**src/rtl/vga_frame_reader_pkg.sv**
```systemverilog
// rtl/vga_frame_reader_pkg.sv - 640x480@60 VGA timing, board window geometry and reader FSM encoding
package vga_frame_reader_pkg;

    localparam logic [9:0] H_ACTIVE = 10'd640;
    localparam logic [9:0] H_FP     = 10'd16;
    localparam logic [9:0] H_SYNC   = 10'd96;
    localparam logic [9:0] H_BP     = 10'd48;
    localparam logic [9:0] H_TOTAL  = H_ACTIVE + H_FP + H_SYNC + H_BP;

    localparam logic [9:0] V_ACTIVE = 10'd480;
    localparam logic [9:0] V_FP     = 10'd10;
    localparam logic [9:0] V_SYNC   = 10'd2;
    localparam logic [9:0] V_BP     = 10'd33;
    localparam logic [9:0] V_TOTAL  = V_ACTIVE + V_FP + V_SYNC + V_BP;

    localparam logic [9:0] H_SYNC_START = H_ACTIVE + H_FP;
    localparam logic [9:0] H_SYNC_END   = H_SYNC_START + H_SYNC - 10'd1;
    localparam logic [9:0] V_SYNC_START = V_ACTIVE + V_FP;
    localparam logic [9:0] V_SYNC_END   = V_SYNC_START + V_SYNC - 10'd1;
    localparam logic [9:0] H_LAST       = H_TOTAL - 10'd1;
    localparam logic [9:0] V_LAST       = V_TOTAL - 10'd1;

    // 120x120 board scaled 4x, horizontally centred from column 80
    localparam logic [9:0] WIN_X0      = 10'd80;
    localparam int         SCALE_SHIFT = 2;
    localparam logic [9:0] FB_DIM      = 10'd120;
    localparam logic [9:0] WIN_X1      = WIN_X0 + (FB_DIM << SCALE_SHIFT) - 10'd1;
    localparam logic [9:0] BORDER_W    = 10'd4;

    typedef enum logic [1:0] {
        ST_IDLE,
        ST_ARM,
        ST_RUN,
        ST_DRAIN
    } state_t;

    typedef struct packed {
        logic hs;
        logic vs;
        logic blank_n;
        logic win;
        logic border;
        logic show;
    } pix_tag_t;

    localparam pix_tag_t TAG_IDLE = '{hs: 1'b1, vs: 1'b1, blank_n: 1'b0,
                                      win: 1'b0, border: 1'b0, show: 1'b0};

    // Column-major address x*120 + y, built from shifts so no multiplier is needed
    function automatic logic [14:0] fb_addr(input logic [6:0] fb_x, input logic [6:0] fb_y);
        logic [14:0] x;
        x = {8'd0, fb_x};
        return (x << 7) - (x << 3) + {8'd0, fb_y};
    endfunction

endpackage

```
**src/rtl/vga_timing_gen.sv**
```systemverilog
// rtl/vga_timing_gen.sv - free-running VGA h/v counters with raw sync, active and frame_start
module vga_timing_gen
    import vga_frame_reader_pkg::*;
(
    input  logic       clk,
    input  logic       rst,
    output logic [9:0] hcnt,
    output logic [9:0] vcnt,
    output logic       hs,
    output logic       vs,
    output logic       active,
    output logic       frame_start
);

    logic h_wrap;
    logic v_wrap;

    assign h_wrap = (hcnt == H_LAST);
    assign v_wrap = (vcnt == V_LAST);

    // frame_start is registered so it stays low while reset holds the counters at 0,0
    always_ff @(posedge clk or negedge rst) begin
        if (!rst) begin
            hcnt        <= '0;
            vcnt        <= '0;
            frame_start <= 1'b0;
        end else begin
            frame_start <= h_wrap && v_wrap;
            if (h_wrap) begin
                hcnt <= '0;
                vcnt <= v_wrap ? '0 : vcnt + 10'd1;
            end else begin
                hcnt <= hcnt + 10'd1;
            end
        end
    end

    assign hs     = !((hcnt >= H_SYNC_START) && (hcnt <= H_SYNC_END));
    assign vs     = !((vcnt >= V_SYNC_START) && (vcnt <= V_SYNC_END));
    assign active = (hcnt < H_ACTIVE) && (vcnt < V_ACTIVE);

endmodule

```
**src/rtl/vga_frame_reader.sv**
```systemverilog
// rtl/vga_frame_reader.sv - scans a 120x120 frame buffer onto VGA; VGA_FRAME_READER_BORDER_EN adds a window outline
module vga_frame_reader
    import vga_frame_reader_pkg::*;
#(
    parameter int          READ_LATENCY = 2,
    parameter logic [23:0] BG_COLOR     = 24'h000000,
    parameter logic [23:0] BORDER_COLOR = 24'h808080
) (
    input  logic        clk,
    input  logic        rst,
    input  logic        enable,
    output logic [14:0] rd_addr,
    output logic        rd_en,
    input  logic [23:0] rd_data,
    output logic [7:0]  vga_r,
    output logic [7:0]  vga_g,
    output logic [7:0]  vga_b,
    output logic        vga_hs,
    output logic        vga_vs,
    output logic        vga_blank_n,
    output logic        frame_start
);

`ifdef VGA_FRAME_READER_BORDER_EN
    localparam logic BORDER_EN = 1'b1;
`else
    localparam logic BORDER_EN = 1'b0;
`endif
    localparam logic [23:0] EDGE_COLOR = BORDER_EN ? BORDER_COLOR : BG_COLOR;

    logic [9:0] hcnt;
    logic [9:0] vcnt;
    logic       hs_raw;
    logic       vs_raw;
    logic       active_raw;

    vga_timing_gen u_timing (
        .clk         (clk),
        .rst         (rst),
        .hcnt        (hcnt),
        .vcnt        (vcnt),
        .hs          (hs_raw),
        .vs          (vs_raw),
        .active      (active_raw),
        .frame_start (frame_start)
    );

    state_t     state;
    state_t     state_nx;
    logic       frame_end;
    logic       scanning;
    logic       in_win;
    logic       in_border;
    logic       rd_en_c;
    logic [6:0] fb_x;
    logic [6:0] fb_y;
    pix_tag_t   tag_c;
    pix_tag_t   tag_out;
    pix_tag_t   pipe [0:READ_LATENCY];
    logic [23:0] pix;

    assign frame_end = (hcnt == H_LAST) && (vcnt == V_LAST);

    always_ff @(posedge clk or negedge rst) begin
        if (!rst) begin
            state <= ST_IDLE;
        end else begin
            state <= state_nx;
        end
    end

    // Scanning only starts and stops on frame boundaries, so no partial frame is ever shown
    always_comb begin
        state_nx = state;
        case (state)
            ST_IDLE:  if (enable) state_nx = ST_ARM;
            ST_ARM:   if (frame_end) state_nx = ST_RUN;
            ST_RUN:   if (!enable) state_nx = ST_DRAIN;
            ST_DRAIN: begin
                if (enable) begin
                    state_nx = ST_RUN;
                end else if (frame_end) begin
                    state_nx = ST_IDLE;
                end
            end
            default:  state_nx = ST_IDLE;
        endcase
    end

    assign scanning  = (state == ST_RUN) || (state == ST_DRAIN);
    assign in_win    = (hcnt >= WIN_X0) && (hcnt <= WIN_X1) && (vcnt < V_ACTIVE);
    assign in_border = BORDER_EN && (vcnt < V_ACTIVE) &&
                       (((hcnt >= WIN_X0 - BORDER_W) && (hcnt < WIN_X0)) ||
                        ((hcnt > WIN_X1) && (hcnt <= WIN_X1 + BORDER_W)));
    assign fb_x      = 7'((hcnt - WIN_X0) >> SCALE_SHIFT);
    assign fb_y      = 7'(vcnt >> SCALE_SHIFT);
    assign rd_en_c   = in_win && scanning;

    assign tag_c = '{hs: hs_raw, vs: vs_raw, blank_n: active_raw,
                     win: in_win, border: in_border, show: scanning};

    // pipe[0] travels alongside rd_addr; pipe[READ_LATENCY] meets the returned rd_data
    always_ff @(posedge clk or negedge rst) begin
        if (!rst) begin
            rd_addr <= '0;
            rd_en   <= 1'b0;
            for (int i = 0; i <= READ_LATENCY; i++) begin
                pipe[i] <= TAG_IDLE;
            end
        end else begin
            rd_en <= rd_en_c;
            if (rd_en_c) begin
                rd_addr <= fb_addr(fb_x, fb_y);
            end
            pipe[0] <= tag_c;
            for (int i = 1; i <= READ_LATENCY; i++) begin
                pipe[i] <= pipe[i - 1];
            end
        end
    end

    assign tag_out = pipe[READ_LATENCY];

    always_ff @(posedge clk or negedge rst) begin
        if (!rst) begin
            pix         <= '0;
            vga_hs      <= 1'b1;
            vga_vs      <= 1'b1;
            vga_blank_n <= 1'b0;
        end else begin
            vga_hs      <= tag_out.hs;
            vga_vs      <= tag_out.vs;
            vga_blank_n <= tag_out.blank_n;
            if (!tag_out.show || !tag_out.blank_n) begin
                pix <= '0;
            end else if (tag_out.win) begin
                pix <= rd_data;
            end else if (tag_out.border) begin
                pix <= EDGE_COLOR;
            end else begin
                pix <= BG_COLOR;
            end
        end
    end

    assign vga_r = pix[23:16];
    assign vga_g = pix[15:8];
    assign vga_b = pix[7:0];

endmodule

```
**config.mk**
```make
export PLATFORM = sky130hd
export DESIGN_NAME = vga_frame_reader
export DESIGN_NICKNAME = d
export VERILOG_FILES = /design/src/rtl/vga_frame_reader_pkg.sv /design/src/rtl/vga_timing_gen.sv /design/src/rtl/vga_frame_reader.sv
export SDC_FILE = /design/constraint.sdc
export NUM_CORES = 1
export LEC_CHECK = 0
export ABC_AREA = 1
export CORE_MARGIN = 8
export CORE_UTILIZATION = 55
export DETAILED_ROUTE_END_ITERATION = 6
export HOLD_SLACK_MARGIN = 0.08
export MAX_ROUTING_LAYER = met4
export PLACE_DENSITY = 0.95
export SLEW_MARGIN = 20
export SYNTH_ARGS = -nofsm -noshare
export SYNTH_HDL_FRONTEND = slang
export SYNTH_SLANG_ARGS = --single-unit
```
**constraint.sdc**
```tcl
create_clock -name clk -period 4.4 [get_ports clk]
set_clock_uncertainty 0.05 [all_clocks]
set_input_delay 0.66 -clock clk [delete_from_list [all_inputs] [get_ports clk]]
set_output_delay 0.66 -clock clk [all_outputs]
set_load 0.02 [all_outputs]
```
# ---- Word level (Yosys, flattened, before mapping)
# Index checks and enable logic that the tools add are counted.
dict set report totals {
  out_inout_bits 44
  elab_cells 72
  reg_bits 81
}
dict set report op_classes {
  n_addsub 5
  eq_ne 9
  n_lt_le_gt_ge 8
  n_reduce_logical 15
  n_mux 10
}
# operator n
set ops {}
lappend ops {{$mux 24} 2}
lappend ops {{$add 10x1->10 const B} 2}
lappend ops {{$eq 10x10->1 const B} 2}
lappend ops {{$le 10x10->1 const B} 2}
lappend ops {{$mux 10} 2}
lappend ops {{$add 15x7->15} 1}
lappend ops {{$sub 14x10->15} 1}
lappend ops {{$ge 10x10->1 const B} 1}
lappend ops {{$ge 10x7->1 const B} 1}
lappend ops {{$ge 10x9->1 const B} 1}
lappend ops {{$le 10x9->1 const B} 1}
lappend ops {{$lt 10x10->1 const B} 1}
lappend ops {{$lt 10x9->1 const B} 1}
lappend ops {{$mux 2} 5}
lappend ops {{$sub 9x7->9 const B} 1}
lappend ops {{$pmux 2 s4} 1}
lappend ops {{$logic_and 1x1->1} 7}
lappend ops {{$ne 2x2->1 const B} 3}
lappend ops {{$eq 2x2->1 const B} 2}
lappend ops {{$logic_not 1->1} 4}
lappend ops {{$reduce_and 4->1} 1}
lappend ops {{$ne 3x3->1 const B} 1}
lappend ops {{$eq 2x1->1 const B} 1}
lappend ops {{$logic_not 2->1} 1}
lappend ops {{$logic_or 1x1->1} 2}

# ---- Longest topological paths before layout
dict set report logic_depth {
  ltp_word 5
  depth_mapped 16
}

# ---- Cells and area by module
# Synthesis repeated with hierarchy kept, for this count alone.
dict set report unflattened {
  cells_unflattened 456
  hier_area_um2 3935.0
}
# module cells_each instances area_per_inst_um2
set by_module_without_submodules {}
lappend by_module_without_submodules {vga_frame_reader 290 1 2667.6}
lappend by_module_without_submodules {vga_timing_gen 166 1 1267.5}

# ---- Least setup slack after synthesis
# Ideal clock, no wire load.
dict set report synth_timing {
  path_kind {reg-to-reg}
  start {register u_timing.hcnt[4]}
  end {register rd_addr[12]}
  synth_period_minus_slack_ps 2130
  path_stages_with_launch 12
  setup_time_ps 117
  n_path_buf 0
  setup_slack_ps 2270
  t_arrival_ps 1963
  path_cell_list {dfrtp_1 inv_1 ha_1 o21ai_2 xor2_1 ha_1 inv_1 o21ai_0 nor2_1 nand3_1 nand3_1 nand2_1}
}
dict set report synth_via {
  elab_chain_len 4
  word_cells_on_any_way 8
  classes_between {add/sub: 3; order compare: 2; reduce/logical: 3}
}
# element line_no
set synth_rtl {}
lappend synth_rtl {{start, declared} vga_timing_gen.sv:7} ;# output logic [9:0] hcnt,
lappend synth_rtl {{start signal, assigned} vga_timing_gen.sv:33} ;# hcnt <= hcnt + 10'd1;
lappend synth_rtl {{parallel branches: the longest is 4 deep, another holds $sub 14x10->15} -}
lappend synth_rtl {{end signal, assigned} vga_frame_reader.sv:113} ;# rd_addr <= fb_addr(fb_x, fb_y);
lappend synth_rtl {{end, declared} vga_frame_reader.sv:12} ;# output logic [14:0] rd_addr,
# Several ways; the timed one is not identified.
# A chain may end at the register's enable or synchronous reset.

# ---- Worst setup path in the final report
dict set report layout_timing {
  start {register u_timing.hcnt[4]}
  end {register rd_addr[10]}
}
# Same word-level chain as after synthesis.

==> metrics.md <==
| Metric | Value |
|---|---|
| Status | completed |
| Synth cell types | 32 |
| # diodes | 0 |
| Layout net count | 504 |
| R2r startpoint | u_timing.hcnt[4]$_DFF_PN0_ |
| Fmax | 394.5 MHz |
| Clk sink count | 81 |
| Final period util | 0.5761 |
| Largest net degree at the start of global routing | 82 |
| Die W | 97.13 µm |
| H-Tree Depth | 3 |
| Die Y | 97.13 µm |
| Max Cap Violations | 0 |
| CP Max Fanout | 6 |
| Worst Hold End | pipe[4]$_DFF_PN1_ |
| Max incr delay on CP | 0.49 ns |
| Min Clock Period, post-route | 2.535 ns |
| Reg area | 0.002037 mm² |
| RR Endpoint | rd_addr[10]$_DFFE_PN0P_ |
| Multi-input gate area | 0.001296 mm² |
| Syn Inst Count | 388 |
| Maximum vdd ir drop | 0.2284 mV |
| Clk slew on worst S/H paths | 0.09 ns |
| Final core occ | 0.7200 |
| Post-DRT Antenna Nets | 0 |
| DR WL/cell | 15.44 µm |
| Hold buffers post-CTS | 0 |
| Initial Utilization | 0.5700 |
| Initial antenna violation count | 0 |
| Net Count, Synth | 430 |
| Syn avg cell area | 9.329 µm² |
| Initial DRT Pass Iterations | 4 |
| CTS max path bufs | 2 |
| CP cell instances | inv_1 -> ha_1 -> ha_1 -> nand2_1 -> inv_1 -> nand2_1 -> nand3_1 -> nand2_1 -> nand3_1 -> nand3_1 -> nand2_1 -> nand3_1 -> o21a_1 |
| Total CTS buffers | 9 |
| P_leak | 0.002242 µW |
| Crit-path leading delay family | adder cells |
| Via count | 2963 |
| RSZ-0062 raised after global routing | no |
| Worst Setup Path Type | reg2reg |
| Fill cells | 394 |
| WP data required | 4.61 ns |
| Skew-Pair Late Insertion Delay | 0.37 ns |
| Netlist Area Pre-Place | 0.003620 mm² |
| First-pass GRT wire length | 14210 µm |
| Final setup violation count | 0 |
| Area grow syn2layout | 26.30% |
| Startpoint Class | register |
| Vias in the first global route | 3004 |
| CP Depth | 13 |
| M1 GR Usage | 0.2128 |
| Clk root buf | clkbuf_8 |
| Setup_tns | 0 ns |
| # DRC | 0 |
| CTS tree | built |
| Total congestion overflow | 0 |
| Reg2Reg Setup Slack | 1.87 ns |
| GR Util met3 | 0.04836 |
| GPL Wtd Cong | 0.9291 |
| Dpl hpwl | 6125 µm |
| IO Count | 71 |
| Share of cells above drive strength 1 | 0.1049 |
| Yosys warns | 0 |
| Max-slew violations | 0 |
| Worst hold start | pipe[10]$_DFF_PN1_ |
| Total track usage | 0.1887 |
| Row count | 29 |
| PostCTS Resize Cnt | 0 |
| Drt total wl | 8400 µm |
| Crit path DAT | 2.75 ns |
| Seq/Total Area, Yosys | 0.5627 |
| Die area | 0.009433 mm² |
| Reg2reg path depth | 13 |
| Met2 Track Usage GR | 0.3068 |
| Fin. Hold Viols | 0 |
| CP Capture Type | register |
| Worst Tran Pin Value | 0.9662 ns |
| Hold Path Stages | 0 |
| Min-delay worst type | reg2reg |
| Post-CTS Setup Repair Bufs | 0 |
| Relative slew slack | 0.3559 |
| Port Buffer Count | 70 |
| #FFs+latches synth | 81 |
| Core area | 0.006350 mm² |
| CP max-delay cell | dfrtp_1 |
| Critical path buffers and inverters | 2 |
| DRC marker count from the first detailed-route iteration | 245 |
| Global route hottest layer | met2 |
| Via/cell ratio | 5.447 |
| PwrDens | 294.4 mW/mm² |
sequential cells by signal (all words and copies together), names as in the netlist:
register              cells
pix                      24
pipe                     15
rd_addr                  15
u_timing.hcnt            10
u_timing.vcnt            10
state                     2
rd_en                     1
u_timing.frame_start      1
vga_blank_n               1
vga_hs                    1
vga_vs                    1
layout by cell type, fill, tap and decap left out, types with 3 or more instances in the layout:
cell type,n
inv_1,60
nor3_1,10
o21ai_0,16
xor2_1,8
nand4_1,6
a21oi_1,12
xnor2_1,3
nand2_2,5
clkbuf_8,9
o21ai_2,9
clkdlybuf4s50_1,69
ha_1,15
nand3_1,28
dfrtp_1,73
nor2_1,43
dfstp_2,8
nand2_1,65
per-stage QoR:
stage | instances | total power, µW | hold slack [ns] | cell area (µm²) | setup WS (ns)
final | 544 | 1346 | 0.2972 | 4572 | 1.865
after global routing | 544 | 1387 | 0.3065 | 4572 | 1.689
after CTS | 544 | 1353 | 0.2967 | 4572 | 1.881
after detailed placement | 528 | 802.8 | 0.2858 | 4370 | 1.909
after global placement | 528 | 800.7 | 0.2828 | 4370 | 2.090
after floorplan | 388 | 764.4 | 0.2812 | 3620 | 2.270
cell families (layout without fill, tap and decap cells):
group	Yosys count	after routing	synth area share
simple gates	166	166	0.2067
flops	81	81	0.5627
xor+xnor	11	11	0.02662
fa+ha+maj	15	15	0.05185
buf+inv	71	150	0.07916
compound gates	44	44	0.07294
worst reg2reg max path, delay by kind of cell (launching register included):
family	cells	cell delay (ns)
fa+ha+maj	2	0.79
simple gates	8	0.72
flops	1	0.49
buf+inv	2	0.26
compound gates	1	0.12
final cells by class:
| class | count | area share |
|---|---|---|
| multi-input combinational | 236 | 0.2835 |
| inverter | 64 | 0.05309 |
| tap | 77 | 0.02107 |
| sequential | 81 | 0.4455 |
| clock buffer | 9 | 0.02709 |
| timing repair buffer | 70 | 0.1527 |
| clock inverter | 7 | 0.01697 |
where the power goes:
group / switching (µW) / total, µW / internal [µW]
Sequential: 0.207 / 745 / 745
Clock: 289 / 558 / 269
Combinational: 21.2 / 43.0 / 21.8
layer usage:
metal | up-vias | wire, µm
li1 | 1377 | -
met1 | 1438 | 3309
met2 | 131 | 4214
met3 | 17 | 671
met4 | 0 | 206
met5 | - | 0
cells in the mapped netlist, drive strengths merged:
| master | n | area (µm²) |
|---|---|---|
| nor3b | 1 | 7.510 |
| nor3 | 12 | 70.07 |
| inv | 63 | 239.0 |
| clkbuf | 3 | 11.26 |
| o211ai | 1 | 7.510 |
| a31oi | 2 | 12.51 |
| ha | 15 | 187.7 |
| nand3 | 28 | 140.1 |
| nand2 | 70 | 275.3 |
| nand4 | 6 | 37.54 |
| o21ai | 27 | 168.9 |
| dfstp | 8 | 210.2 |
| o21a | 2 | 15.01 |
| or2 | 2 | 12.51 |
| dfrtp | 73 | 1827 |
| xor2 | 8 | 70.07 |
| buf | 4 | 32.53 |
| nor4 | 1 | 6.260 |
| xnor2 | 3 | 26.28 |
| clkinv | 1 | 3.750 |
| nor2 | 46 | 198.9 |
| a21oi | 12 | 60.06 |
how the worst max path moves through the flow:
stage	start	to	slack, ns
floorplan	u_timing.hcnt[4]$_DFF_PN0_	rd_addr[12]$_DFFE_PN0P_	2.27
global placement	u_timing.hcnt[4]$_DFF_PN0_	rd_addr[12]$_DFFE_PN0P_	2.09
detailed placement	u_timing.hcnt[4]$_DFF_PN0_	rd_addr[10]$_DFFE_PN0P_	1.91
CTS	u_timing.hcnt[4]$_DFF_PN0_	rd_addr[10]$_DFFE_PN0P_	1.88
global route	u_timing.hcnt[4]$_DFF_PN0_	rd_addr[13]$_DFFE_PN0P_	1.69
finish	u_timing.hcnt[4]$_DFF_PN0_	rd_addr[10]$_DFFE_PN0P_	1.87
No activity file was read; power rests on OpenSTA's default activity.
